==> config.mk <==
export PLATFORM = sky130hd
export DESIGN_NAME = line_xfer
export DESIGN_NICKNAME = d
export VERILOG_FILES = /design/src/rtl/line_xfer_pkg.sv /design/src/rtl/line_xfer_buf.sv /design/src/rtl/line_xfer.sv
export SDC_FILE = /design/constraint.sdc
export NUM_CORES = 1
export LEC_CHECK = 0
export CAP_MARGIN = 20
export CELL_PAD_IN_SITES_DETAIL_PLACEMENT = 0
export CELL_PAD_IN_SITES_GLOBAL_PLACEMENT = 1
export CORE_ASPECT_RATIO = 0.5
export CORE_MARGIN = 5
export CORE_UTILIZATION = 54
export DETAILED_ROUTE_END_ITERATION = 7
export DONT_BUFFER_PORTS = 1
export PLACE_DENSITY_LB_ADDON = 0.2
export SLEW_MARGIN = 20
export SYNTH_ARGS = -nofsm -noshare
export SYNTH_HDL_FRONTEND = slang
export SYNTH_SLANG_ARGS = --single-unit
export TNS_END_PERCENT = 20
==> constraint.sdc <==
create_clock -name clk -period 6.4 [get_ports clk]
set_clock_uncertainty 0.2 [all_clocks]
set_input_delay 0.64 -clock clk [delete_from_list [all_inputs] [get_ports clk]]
set_output_delay 0.64 -clock clk [all_outputs]
set_load 0.02 [all_outputs]
==> src/rtl/line_xfer_pkg.sv <==
// Shared types and constants for the cache-line quad-SPI transfer engine.
package line_xfer_pkg;

    // Transfer FSM states.
    typedef enum logic [2:0] {
        S_IDLE    = 3'd0,
        S_WB_LOAD = 3'd1,
        S_CMD     = 3'd2,
        S_ADDR    = 3'd3,
        S_DUMMY   = 3'd4,
        S_DATA    = 3'd5,
        S_FILL    = 3'd6,
        S_END     = 3'd7
    } state_t;

    // Flash/PSRAM quad command opcodes.
    localparam logic [7:0] CMD_READ  = 8'hEB;
    localparam logic [7:0] CMD_WRITE = 8'h38;

    // Phase lengths. CMD/ADDR/DATA are in 2-cycle slots, END is in cycles.
    localparam int CMD_SLOTS    = 2;
    localparam int ADDR_SLOTS   = 6;
    localparam int DATA_SLOTS   = 8;
    localparam int END_CYCLES   = 2;

    // A cache line is 8 nibbles (32 bits).
    localparam int LINE_NIBBLES = 8;
    localparam int LINE_BITS    = 4 * LINE_NIBBLES;

    // Nibble idx of a 24-bit address, counting from the most significant nibble.
    function automatic logic [3:0] addr_nibble(input logic [23:0] addr, input logic [2:0] idx);
        logic [23:0] shifted;
        shifted = addr << {idx, 2'b00};
        return shifted[23:20];
    endfunction

endpackage

==> src/rtl/line_xfer_buf.sv <==
// 32-bit nibble shift register holding one cache line. Nibble 0 enters first
// and ends up at the top, so shifting in and shifting out both move left and
// the outgoing nibble is always the top one.
module line_buf
    import line_xfer_pkg::*;
(
    input  logic       clk,
    input  logic       i_in_en,
    input  logic [3:0] i_in_nibble,
    input  logic       i_out_en,
    output logic [3:0] o_out_nibble
);

    logic [LINE_BITS-1:0] r_line;

    // Shift a nibble in at the bottom, or advance the output by one nibble.
    always_ff @(posedge clk) begin
        if (i_in_en) begin
            r_line <= {r_line[LINE_BITS-5:0], i_in_nibble};
        end else if (i_out_en) begin
            r_line <= {r_line[LINE_BITS-5:0], 4'h0};
        end
    end

    assign o_out_nibble = r_line[LINE_BITS-1:LINE_BITS-4];

endmodule

==> src/rtl/line_xfer.sv <==
// Moves one 32-bit cache line between the cache and a quad-SPI flash/PSRAM.
// Writeback: collect 8 nibbles from the cache, then CMD/ADDR/DATA on the bus.
// Fill: CMD/ADDR/DUMMY/DATA on the bus, then stream 8 nibbles to the cache.
// Cache-side handshake: o_wb_strobe / o_fill_strobe are pure strobes, each
// burst exactly 8 back-to-back cycles; a nibble moves on every strobe cycle
// with no back-pressure, and the cache restarts its count on any idle cycle.
module line_xfer
    import line_xfer_pkg::*;
#(
    parameter int PA    = 22,
    parameter int DUMMY = 6
) (
    input  logic          clk,
    input  logic          reset,
    input  logic          i_push,
    input  logic          i_pull,
    input  logic [PA-3:0] i_tag,
    output logic [3:0]    o_fill_nibble,
    output logic          o_fill_strobe,
    input  logic [3:0]    i_wb_nibble,
    output logic          o_wb_strobe,
    output logic          o_busy,
    output logic          o_done,
    output logic          o_qspi_cs_n,
    output logic          o_qspi_sck,
    output logic [3:0]    o_qspi_io_out,
    output logic [3:0]    o_qspi_io_oe,
    input  logic [3:0]    i_qspi_io_in,
    output logic [2:0]    o_state
);

    // Counter must hold the longest phase: DATA (16 cycles) or DUMMY.
    localparam int CNT_LEN = (2 * DUMMY > 2 * DATA_SLOTS) ? 2 * DUMMY : 2 * DATA_SLOTS;
    localparam int CW      = $clog2(CNT_LEN);

    state_t          r_state;
    state_t          w_next;
    logic [CW-1:0]   r_cnt;
    logic [CW-1:0]   w_len_m1;
    logic            w_last;
    logic            w_phase;
    logic [2:0]      w_slot;
    logic            r_is_write;
    logic [PA-3:0]   r_tag;
    logic [23:0]     w_addr;
    logic [7:0]      w_cmd;
    logic            w_buf_in_en;
    logic [3:0]      w_buf_in_nib;
    logic            w_buf_out_en;
    logic [3:0]      w_buf_out_nib;

    assign w_phase = r_cnt[0];
    assign w_slot  = r_cnt[3:1];
    assign w_last  = (r_cnt == w_len_m1);
    assign w_addr  = 24'({r_tag, 2'b00});
    assign w_cmd   = r_is_write ? CMD_WRITE : CMD_READ;
    assign o_busy  = (r_state != S_IDLE);
    assign o_state = r_state;

    // State register and in-state cycle counter; counter restarts on every transition.
    always_ff @(posedge clk) begin
        if (reset) begin
            r_state    <= S_IDLE;
            r_cnt      <= '0;
            r_is_write <= 1'b0;
        end else begin
            r_state <= w_next;
            if (w_next != r_state || r_state == S_IDLE) begin
                r_cnt <= '0;
            end else begin
                r_cnt <= r_cnt + 1'b1;
            end
            if (r_state == S_IDLE) begin
                r_is_write <= i_push;
            end
        end
    end

    // Latch the line address when a request is accepted; later tag changes are ignored.
    always_ff @(posedge clk) begin
        if (r_state == S_IDLE && (i_push || i_pull)) begin
            r_tag <= i_tag;
        end
    end

    // Last counter value of each state, in clk cycles.
    always_comb begin
        w_len_m1 = '0;
        case (r_state)
            S_WB_LOAD: w_len_m1 = CW'(LINE_NIBBLES - 1);
            S_CMD:     w_len_m1 = CW'(2 * CMD_SLOTS - 1);
            S_ADDR:    w_len_m1 = CW'(2 * ADDR_SLOTS - 1);
            S_DUMMY:   w_len_m1 = CW'(2 * DUMMY - 1);
            S_DATA:    w_len_m1 = CW'(2 * DATA_SLOTS - 1);
            S_FILL:    w_len_m1 = CW'(LINE_NIBBLES - 1);
            S_END:     w_len_m1 = CW'(END_CYCLES - 1);
            default:   w_len_m1 = '0;
        endcase
    end

    // Next-state decode and all outputs as a function of state and counter.
    always_comb begin
        w_next        = r_state;
        o_qspi_cs_n   = 1'b1;
        o_qspi_sck    = 1'b0;
        o_qspi_io_oe  = 4'h0;
        o_qspi_io_out = 4'h0;
        o_fill_strobe = 1'b0;
        o_fill_nibble = 4'h0;
        o_wb_strobe   = 1'b0;
        o_done        = 1'b0;
        w_buf_in_en   = 1'b0;
        w_buf_in_nib  = 4'h0;
        w_buf_out_en  = 1'b0;
        case (r_state)
            S_IDLE: begin
                if (i_push) begin
                    w_next = S_WB_LOAD;
                end else if (i_pull) begin
                    w_next = S_CMD;
                end
            end
            S_WB_LOAD: begin
                o_wb_strobe  = 1'b1;
                w_buf_in_en  = 1'b1;
                w_buf_in_nib = i_wb_nibble;
                if (w_last) w_next = S_CMD;
            end
            S_CMD: begin
                o_qspi_cs_n   = 1'b0;
                o_qspi_sck    = w_phase;
                o_qspi_io_oe  = 4'hF;
                o_qspi_io_out = w_slot[0] ? w_cmd[3:0] : w_cmd[7:4];
                if (w_last) w_next = S_ADDR;
            end
            S_ADDR: begin
                o_qspi_cs_n   = 1'b0;
                o_qspi_sck    = w_phase;
                o_qspi_io_oe  = 4'hF;
                o_qspi_io_out = addr_nibble(w_addr, w_slot);
                if (w_last) begin
                    if (r_is_write || DUMMY == 0) w_next = S_DATA;
                    else                          w_next = S_DUMMY;
                end
            end
            S_DUMMY: begin
                o_qspi_cs_n = 1'b0;
                o_qspi_sck  = w_phase;
                if (w_last) w_next = S_DATA;
            end
            S_DATA: begin
                o_qspi_cs_n = 1'b0;
                o_qspi_sck  = w_phase;
                if (r_is_write) begin
                    // Next nibble is presented at the start of the following slot.
                    o_qspi_io_oe  = 4'hF;
                    o_qspi_io_out = w_buf_out_nib;
                    w_buf_out_en  = w_phase;
                end else begin
                    // Sample at the clk edge that ends the high sck phase.
                    w_buf_in_en  = w_phase;
                    w_buf_in_nib = i_qspi_io_in;
                end
                if (w_last) w_next = r_is_write ? S_END : S_FILL;
            end
            S_FILL: begin
                o_fill_strobe = 1'b1;
                o_fill_nibble = w_buf_out_nib;
                w_buf_out_en  = 1'b1;
                if (w_last) w_next = S_END;
            end
            S_END: begin
                if (w_last) begin
                    o_done = 1'b1;
                    w_next = S_IDLE;
                end
            end
            default: w_next = S_IDLE;
        endcase
    end

    line_buf u_line_buf (
        .clk          (clk),
        .i_in_en      (w_buf_in_en),
        .i_in_nibble  (w_buf_in_nib),
        .i_out_en     (w_buf_out_en),
        .o_out_nibble (w_buf_out_nib)
    );

endmodule

* After elaboration in Yosys (flattened, before gate mapping)
Index checks and enable logic that the tools add are counted.
** Storage, ports and cells
- Register bits :: 60
- Bits of input ports :: 32
- Output and inout bits :: 21
- Word-level logic and storage cells :: 61
** Operators by class
- $add $sub $neg :: 1
- Equal/unequal tests :: 9
- Shift-type cells :: 1
- Multiplexer cells :: 34
- Reduce and logical (&&, ||, !) cells :: 11
** Operators with widths (number)
- 32-bit two-way mux :: 2
- 3-bit two-way mux :: 9
- 3-bit case mux with 8 select lines :: 1
- 22-bit by 5-bit << shifter with 24-bit output :: 1
- 4-bit two-way mux :: 5
- 4-bit case mux with 5 select lines :: 1
- 4-bit case mux with 2 select lines :: 2
- 3-bit equality test, second input constant :: 4
- 4-bit case mux with 3 select lines :: 1
- 1-bit two-way mux :: 10
- 8-bit two-way mux :: 1
- 2-bit OR reduction :: 4
- 3-bit by 2-bit equality test with 1-bit output, second input constant :: 2
- 4-bit by 1-bit adder with 4-bit output, second input constant :: 1
- 4-bit equality test :: 1
- 1-bit case mux with 2 select lines :: 2
- 4-bit OR reduction :: 1
- 3-bit by 1-bit equality test with 1-bit output, second input constant :: 1
- 3-bit logical NOT :: 1
- 3-bit inequality test :: 1
- 3-bit nonzero test :: 1
- 1-bit logical OR :: 2
- 2-bit nonzero test :: 1
- 1-bit logical AND :: 1

* Logic depth before layout (Yosys ltp)
- Depth in word-level cells :: 9
- Depth in mapped cells :: 9
- Mapped depth without buffers :: 8

* Hierarchy
Synthesis repeated with hierarchy kept, for this count alone.
** Second synthesis, totals
- Cell total of the unflattened synthesis :: 218
- Area, all modules :: 2772.7 µm²
** By module, submodules not included
- line_xfer :: times used 1, cells an instance 177, area an instance 1745.4 µm²
- line_buf :: times used 1, cells an instance 41, area an instance 1027.2 µm²

* Worst setup path before layout
OpenSTA, ideal clock, no wires.
- Path kind :: register to register
- Start point :: register r_state[0] (netlist: o_state[0])
- End point :: register u_line_buf.r_line[0], enable pin
- Arrival time :: 2.507 ns
- Required time :: 5.772 ns
- Setup slack :: 3.265 ns
- Cell stages (with the launch flop) :: 5
- Clock period less this slack :: 3.135 ns
- Cell sequence :: dfxtp_1 -> buf_6 -> clkbuf_1 -> o21ai_0 -> o21bai_1
** Between the ends
- Cells in the longest elaborated chain, start to end :: 3
** RTL lines
- from (decl) :: line line_xfer.sv:36 : state_t r_state;
- from (signal assigned) :: line line_xfer.sv:67 : r_state <= w_next;
- 3-bit equality test / 3-bit by 1-bit equality test with 1-bit output (equally long branches) :: line line_xfer.sv:115 : case (r_state)
- 1-bit case mux with 2 select lines :: line line_xfer.sv:115
- 2-bit nonzero test (no source line) (*)
- to (signal assigned) :: line line_xfer_buf.sv:19 : r_line <= {r_line[LINE_BITS-5:0], i_in_nibble};
- to (signal assigned) :: line line_xfer_buf.sv:21 : r_line <= {r_line[LINE_BITS-5:0], 4'h0};
- to (decl) :: line line_xfer_buf.sv:14 : logic [LINE_BITS-1:0] r_line;
Every way passes the cells marked *; elsewhere a longest branch is shown, timed or not.
A chain may end at the register's enable or synchronous reset.

* Worst setup path in the final report
- Start point :: register r_state[1] (netlist: o_state[1])
- End point :: register r_cnt[1]
** Between the ends
- Cells in the longest elaborated chain, start to end :: 9
** RTL lines
- 3-bit equality test (tied with other cells) :: line line_xfer.sv:89, line_xfer.sv:115
- 2-bit OR reduction (no source line)
- 4-bit case mux with 5 select lines :: line line_xfer.sv:89 : case (r_state)
- 4-bit equality test :: line line_xfer.sv:54 : assign w_last = (r_cnt == w_len_m1);
- 3-bit two-way mux (tied with other cells) :: line line_xfer.sv:173 : if (w_last) begin
- 3-bit case mux with 8 select lines :: line line_xfer.sv:115
- 3-bit inequality test :: line line_xfer.sv:68 : if (w_next != r_state || r_state == S_IDLE) begin
- 1-bit logical OR (*) :: line line_xfer.sv:68
- 2-bit OR reduction (no source line) (*)
- to (signal assigned) :: line line_xfer.sv:71 : r_cnt <= r_cnt + 1'b1;
- to (decl) :: line line_xfer.sv:38 : logic [CW-1:0] r_cnt;
Marks and branches as above.

==> flow_metrics.env <==
export IMPL_hp_class="input pin to flop"
export IMPL_total_power_uw=1475
export IMPL_clkLatencyLatePin_ps=330
export IMPL_synthDistinctLibCells=55
export IMPL_rows=18
export IMPL_fill_cells=381
export IMPL_setup_viol=0
export IMPL_leakage_uw=0.001046
export IMPL_dp_hpwl_um=3957
export IMPL_relSlewSlack_pct=29.62
export IMPL_start_util_pct=56.31
export IMPL_grt_max_degree=33
export IMPL_grt_overflow=0
export IMPL_slew_violations=0
export IMPL_cpMostUsedCell="nor4_1"
export IMPL_synthArstFlopShare_pct=0
export IMPL_ctsHoldBuffers=0
export IMPL_wl_per_cell_um=18.72
export IMPL_rsz0062_at_grt="no"
export IMPL_ir_drop_mv=0.2478
export IMPL_cp_data_required_time_ps=6380
export IMPL_final_cell_mix="edfxtp_1, a21oi_1, nor2_1, nor3_1, nand2_1"
export IMPL_synth_cells=217
export IMPL_syn_area_um2=2803
export IMPL_die_height_um=60.94
export IMPL_ios=53
export IMPL_max_stage_delay_ps=910
export IMPL_final_nets=257
export IMPL_post_place_ws_ps=2917
export IMPL_clock_sinks=60
export IMPL_track_usage_pct=17.04
export IMPL_clkSlewWorstSetupHoldPaths_ps=70
export IMPL_vias=1722
export IMPL_path_class="flop to flop"
export IMPL_cts_path_max_buffers=2
export IMPL_syn_avg_cell_area_um2=12.92
export IMPL_ys_seq_area_share_pct=61.43
export IMPL_grt_pass1_wl_um=8521
export IMPL_outcome="finished clean"
export IMPL_first_pass_iters=4
export IMPL_worst_path_buf_inv=1
export IMPL_max_freq_mhz=285.5
export IMPL_cp_cell_sequence="inv_2 -> ha_1 -> nor4_1 -> nand2_1 -> or2_2 -> a32oi_1 -> nor4_1"
export IMPL_htree_num_levels=3
export IMPL_wirelength_um=5484
export IMPL_crit_path_end_kind="flop"
export IMPL_root_buffer="clkbuf_8"
export IMPL_power_density_nw_per_um2=486.5
export IMPL_final_common_cell="edfxtp_1"
export IMPL_fin_crit_sh_pct=54.72
export IMPL_crit_path_top_delay_cell="dfxtp_1"
export IMPL_synth_edff_count=52
export IMPL_io_buffers=0
export IMPL_die_area_um2=6818
export IMPL_place_gp_congestion=0.9076
export IMPL_antenna_cells=0
export IMPL_dominantRegCellSynth="edfxtp_1"
export IMPL_first_global_vias=1661
export IMPL_ant_nets=0
export IMPL_final_hold_violation_count=0
export IMPL_cp_arrival_ps=3490
export IMPL_setup_tns_final_ps=0
export IMPL_tightestPinTransition_ps=1041
export IMPL_fin_ws_ps=2898
export IMPL_layout_drive_gt1_share_pct=16.14
export IMPL_cp_max_fo=22
export IMPL_fin_crit_ps=3502
export IMPL_cts_resized=0
export IMPL_area_growth_pct=8.170
export IMPL_viasPerCell=5.877
export IMPL_critical_path_top_delay_family="simple AND/OR/NAND/NOR gates"
export IMPL_die_w_um=111.9
export IMPL_multi_input_area_um2=977.2
export IMPL_drtIter0Drc=91
export IMPL_max_cap_viol_count=0
export IMPL_antenna_found_initial=0
export IMPL_postCtsSetupBuffers=0
export IMPL_core_area_um2=4977
export IMPL_drc=0
export IMPL_ys_ff_latch=60
export IMPL_cts_made_buffers=9
export IMPL_syn_num_nets=256
export IMPL_seq_area_um2=1722
export IMPL_cp_start_kind="flop"
export IMPL_yosys_warnings=0
export IMPL_cts_tree="yes"
==> final cells by class <==
type | instances | area share [%]
multi-input combinational | 137 | 32.23
tap | 70 | 2.889
timing repair buffer | 2 | 0.4953
sequential | 60 | 56.79
clock buffer | 10 | 4.210
inverter | 8 | 0.9905
clock inverter | 6 | 2.394
==> cell usage after synthesis (all sizes together), types with 3 or more instances <==
cell | number | share of area (%)
edfxtp | 52 | 56
a21oi | 13 | 2.5
nor2 | 12 | 1.7
nand2 | 10 | 1.3
nor3 | 10 | 1.8
buf | 9 | 2.4
dfxtp | 8 | 5.7
inv | 8 | 1.1
nor4 | 8 | 2.3
and3 | 7 | 1.6
ha | 7 | 3.1
nand3 | 6 | 1.1
o21ai | 6 | 1.2
mux2i | 5 | 1.8
nor2b | 5 | 1.1
a22o | 4 | 1.2
o21a | 4 | 1.1
clkbuf | 3 | 0.40
nand3b | 3 | 0.80
or2 | 3 | 0.67
xnor2 | 3 | 0.94
==> final timing paths <==
path | cells after the start | from | slack (ps) | endpoint
max | 7 | o_state[1] | 2900 | r_cnt[1]
min | 1 | reset | 170 | r_is_write
max reg2reg | 7 | o_state[1] | 2900 | r_cnt[1]
min reg2reg | 0 | u_line_buf.r_line[20] | 220 | u_line_buf.r_line[24]
==> logic make-up (layout without fill, tap and decap cells) <==
kind of cell	count (synthesis)	count (layout)	synth area share (%)
adder cells (fa/ha/maj)	7	7	3.125
buffers and inverters	20	26	3.839
flip-flops	60	60	61.43
multiplexers	9	9	4.330
AO/OA/AOI/OAI	45	45	11.29
AND/OR/NAND/NOR	72	72	14.73
XOR/XNOR	4	4	1.250
==> state kept, by name (all words and copies together) (netlist names) <==
name               cells
r_tag                 20
r_is_write             1
r_cnt                  4
o_state                3
u_line_buf.r_line     32
==> metal layers <==
metal | vias up | share of wire (%) | track usage (%) | wire (um)
met5 | - | 0 | 0 | 0
met4 | 0 | 0.40 | 3.813 | 22
met3 | 4 | 8.3 | 8.466 | 453
met2 | 71 | 44 | 26.83 | 2414
met1 | 811 | 47 | 21.73 | 2594
li1 | 836 | - | - | -
==> metrics by stage <==
step	util, %	hold WS (ps)	instances	area [um2]
finish	60.91	171.9	293	3032
detailed placement	56.89	205.2	277	2831
global placement	56.89	203.1	277	2831
floorplan	-	200.3	217	2803
CTS	60.91	158.8	293	3032
global route	60.91	151.4	293	3032
==> power breakdown <==
| group | switching (uW) | internal [uW] | total [uW] |
|---|---|---|---|
| Sequential | 92.4 | 606 | 699 |
| Combinational | 286 | 154 | 440 |
| Clock | 153 | 183 | 337 |
| Total | 531 | 943 | 1470 |
Power figures use the tool's default switching activity.
==> RTL change, RTL diff (same settings) <==
Make the reset (`reset`) asynchronous in one clocked block.
--- a/src/rtl/line_xfer.sv
+++ b/src/rtl/line_xfer.sv
@@ -58,7 +58,7 @@
     assign o_state = r_state;
 
     // State register and in-state cycle counter; counter restarts on every transition.
-    always_ff @(posedge clk) begin
+    always_ff @(posedge clk or posedge reset) begin
         if (reset) begin
             r_state    <= S_IDLE;
             r_cnt      <= '0;
Behaviour: differs if reset is asserted again (counterexample within 4 cycles, from zero or initial values and one cycle with reset high); with reset held inactive, the same outputs for 10 cycles.
==> RTL change against the original RTL <==
- count of clock-buffer cells in the layout down 1
- sequential share of layout area decreased by 0.20 points
- area after synthesis is 0.18% higher
- design area up 2.7%
- routed wire length increased by 0.58%
- largest power group unchanged
- highest routed layer unchanged
- power is 22% higher
- worst setup slack worse by 0.42 ns
- sequential cell count is the same
==> RTL change: results <==
INSERT INTO impl_metrics (metric_group, metric, value, unit) VALUES
('layout', 'final-clk-cell-share', '7.68', '%'),
('power_and_ir_drop', 'post-layout-total-power', '0.00180', 'W'),
('place', 'placedInstanceArea', '2860', 'sq um'),
('yosys', 'number_of_library_cell_types_mapped_by_synthesis', '49', ''),
('layout', 'layout-drive-gt1-share', '12.8', '%'),
('layout', 'comb.multi_input.count', '138', ''),
('layout', 'layout.nets', '261', ''),
('yosys', 'post_synth_inst_count', '219', ''),
('routing', 'wirelength_met1', '2640', 'um'),
('run_status', 'run_status', 'complete, no violations', ''),
('power_and_ir_drop', 'power_density', '578', 'nW/um^2'),
('power_and_ir_drop', 'power.internal', '0.00111', 'W'),
('global_routing', 'first_global_vias', '1766', ''),
('yosys', 'synth_adder_area_share', '3.12', '%'),
('yosys', 'synthMuxAreaShare', '3.79', '%'),
('layout', 'multi_input_area_share', '30.8', '%'),
('power_and_ir_drop', 'clock_group_total_power', '0.000404', 'W'),
('routing', 'dr.first_iter.drc_count', '155', ''),
('routing', 'totalWireLength', '5520', 'um'),
('yosys', 'synthTopCellsByArea', 'sky130_fd_sc_hd__edfxtp_1 (56%), sky130_fd_sc_hd__dfrtp_1 (7.1%), sky130_fd_sc_hd__a21oi_1 (3.2%)', '');
[RTL change: cell types whose count changed after synthesis, moves of 6 or more]
cell,delta
sky130_fd_sc_hd__dfrtp_1,+8
sky130_fd_sc_hd__dfxtp_1,-8
sky130_fd_sc_hd__nor4_1,-7
sky130_fd_sc_hd__a21oi_1,+6
sky130_fd_sc_hd__nand2_1,+6
[RTL change: logic make-up (layout without fill, tap and decap cells)]
logic type                 count (synthesis)  after routing
adders and majority gates                  7              7
DFF                                       60             60
buffers and inverters                     21             29
and+or+nand+nor                           70             70
xor gates and xnor gates                   4              4
muxes                                      8              8
AOI/OAI and AO/OA                         49             49
[RTL change: final timing paths]
path,from,to,slack [ns]
worst max-delay path,o_state[1],o_done,2.47
worst min-delay path,i_push,o_state[1],0.19
worst max register to register,o_state[1],r_cnt[3],3.00
worst min register to register,u_line_buf.r_line[21],u_line_buf.r_line[25],0.22
max in group asynchronous,reset,r_cnt[1],5.23
min in group asynchronous,reset,o_state[0],0.52
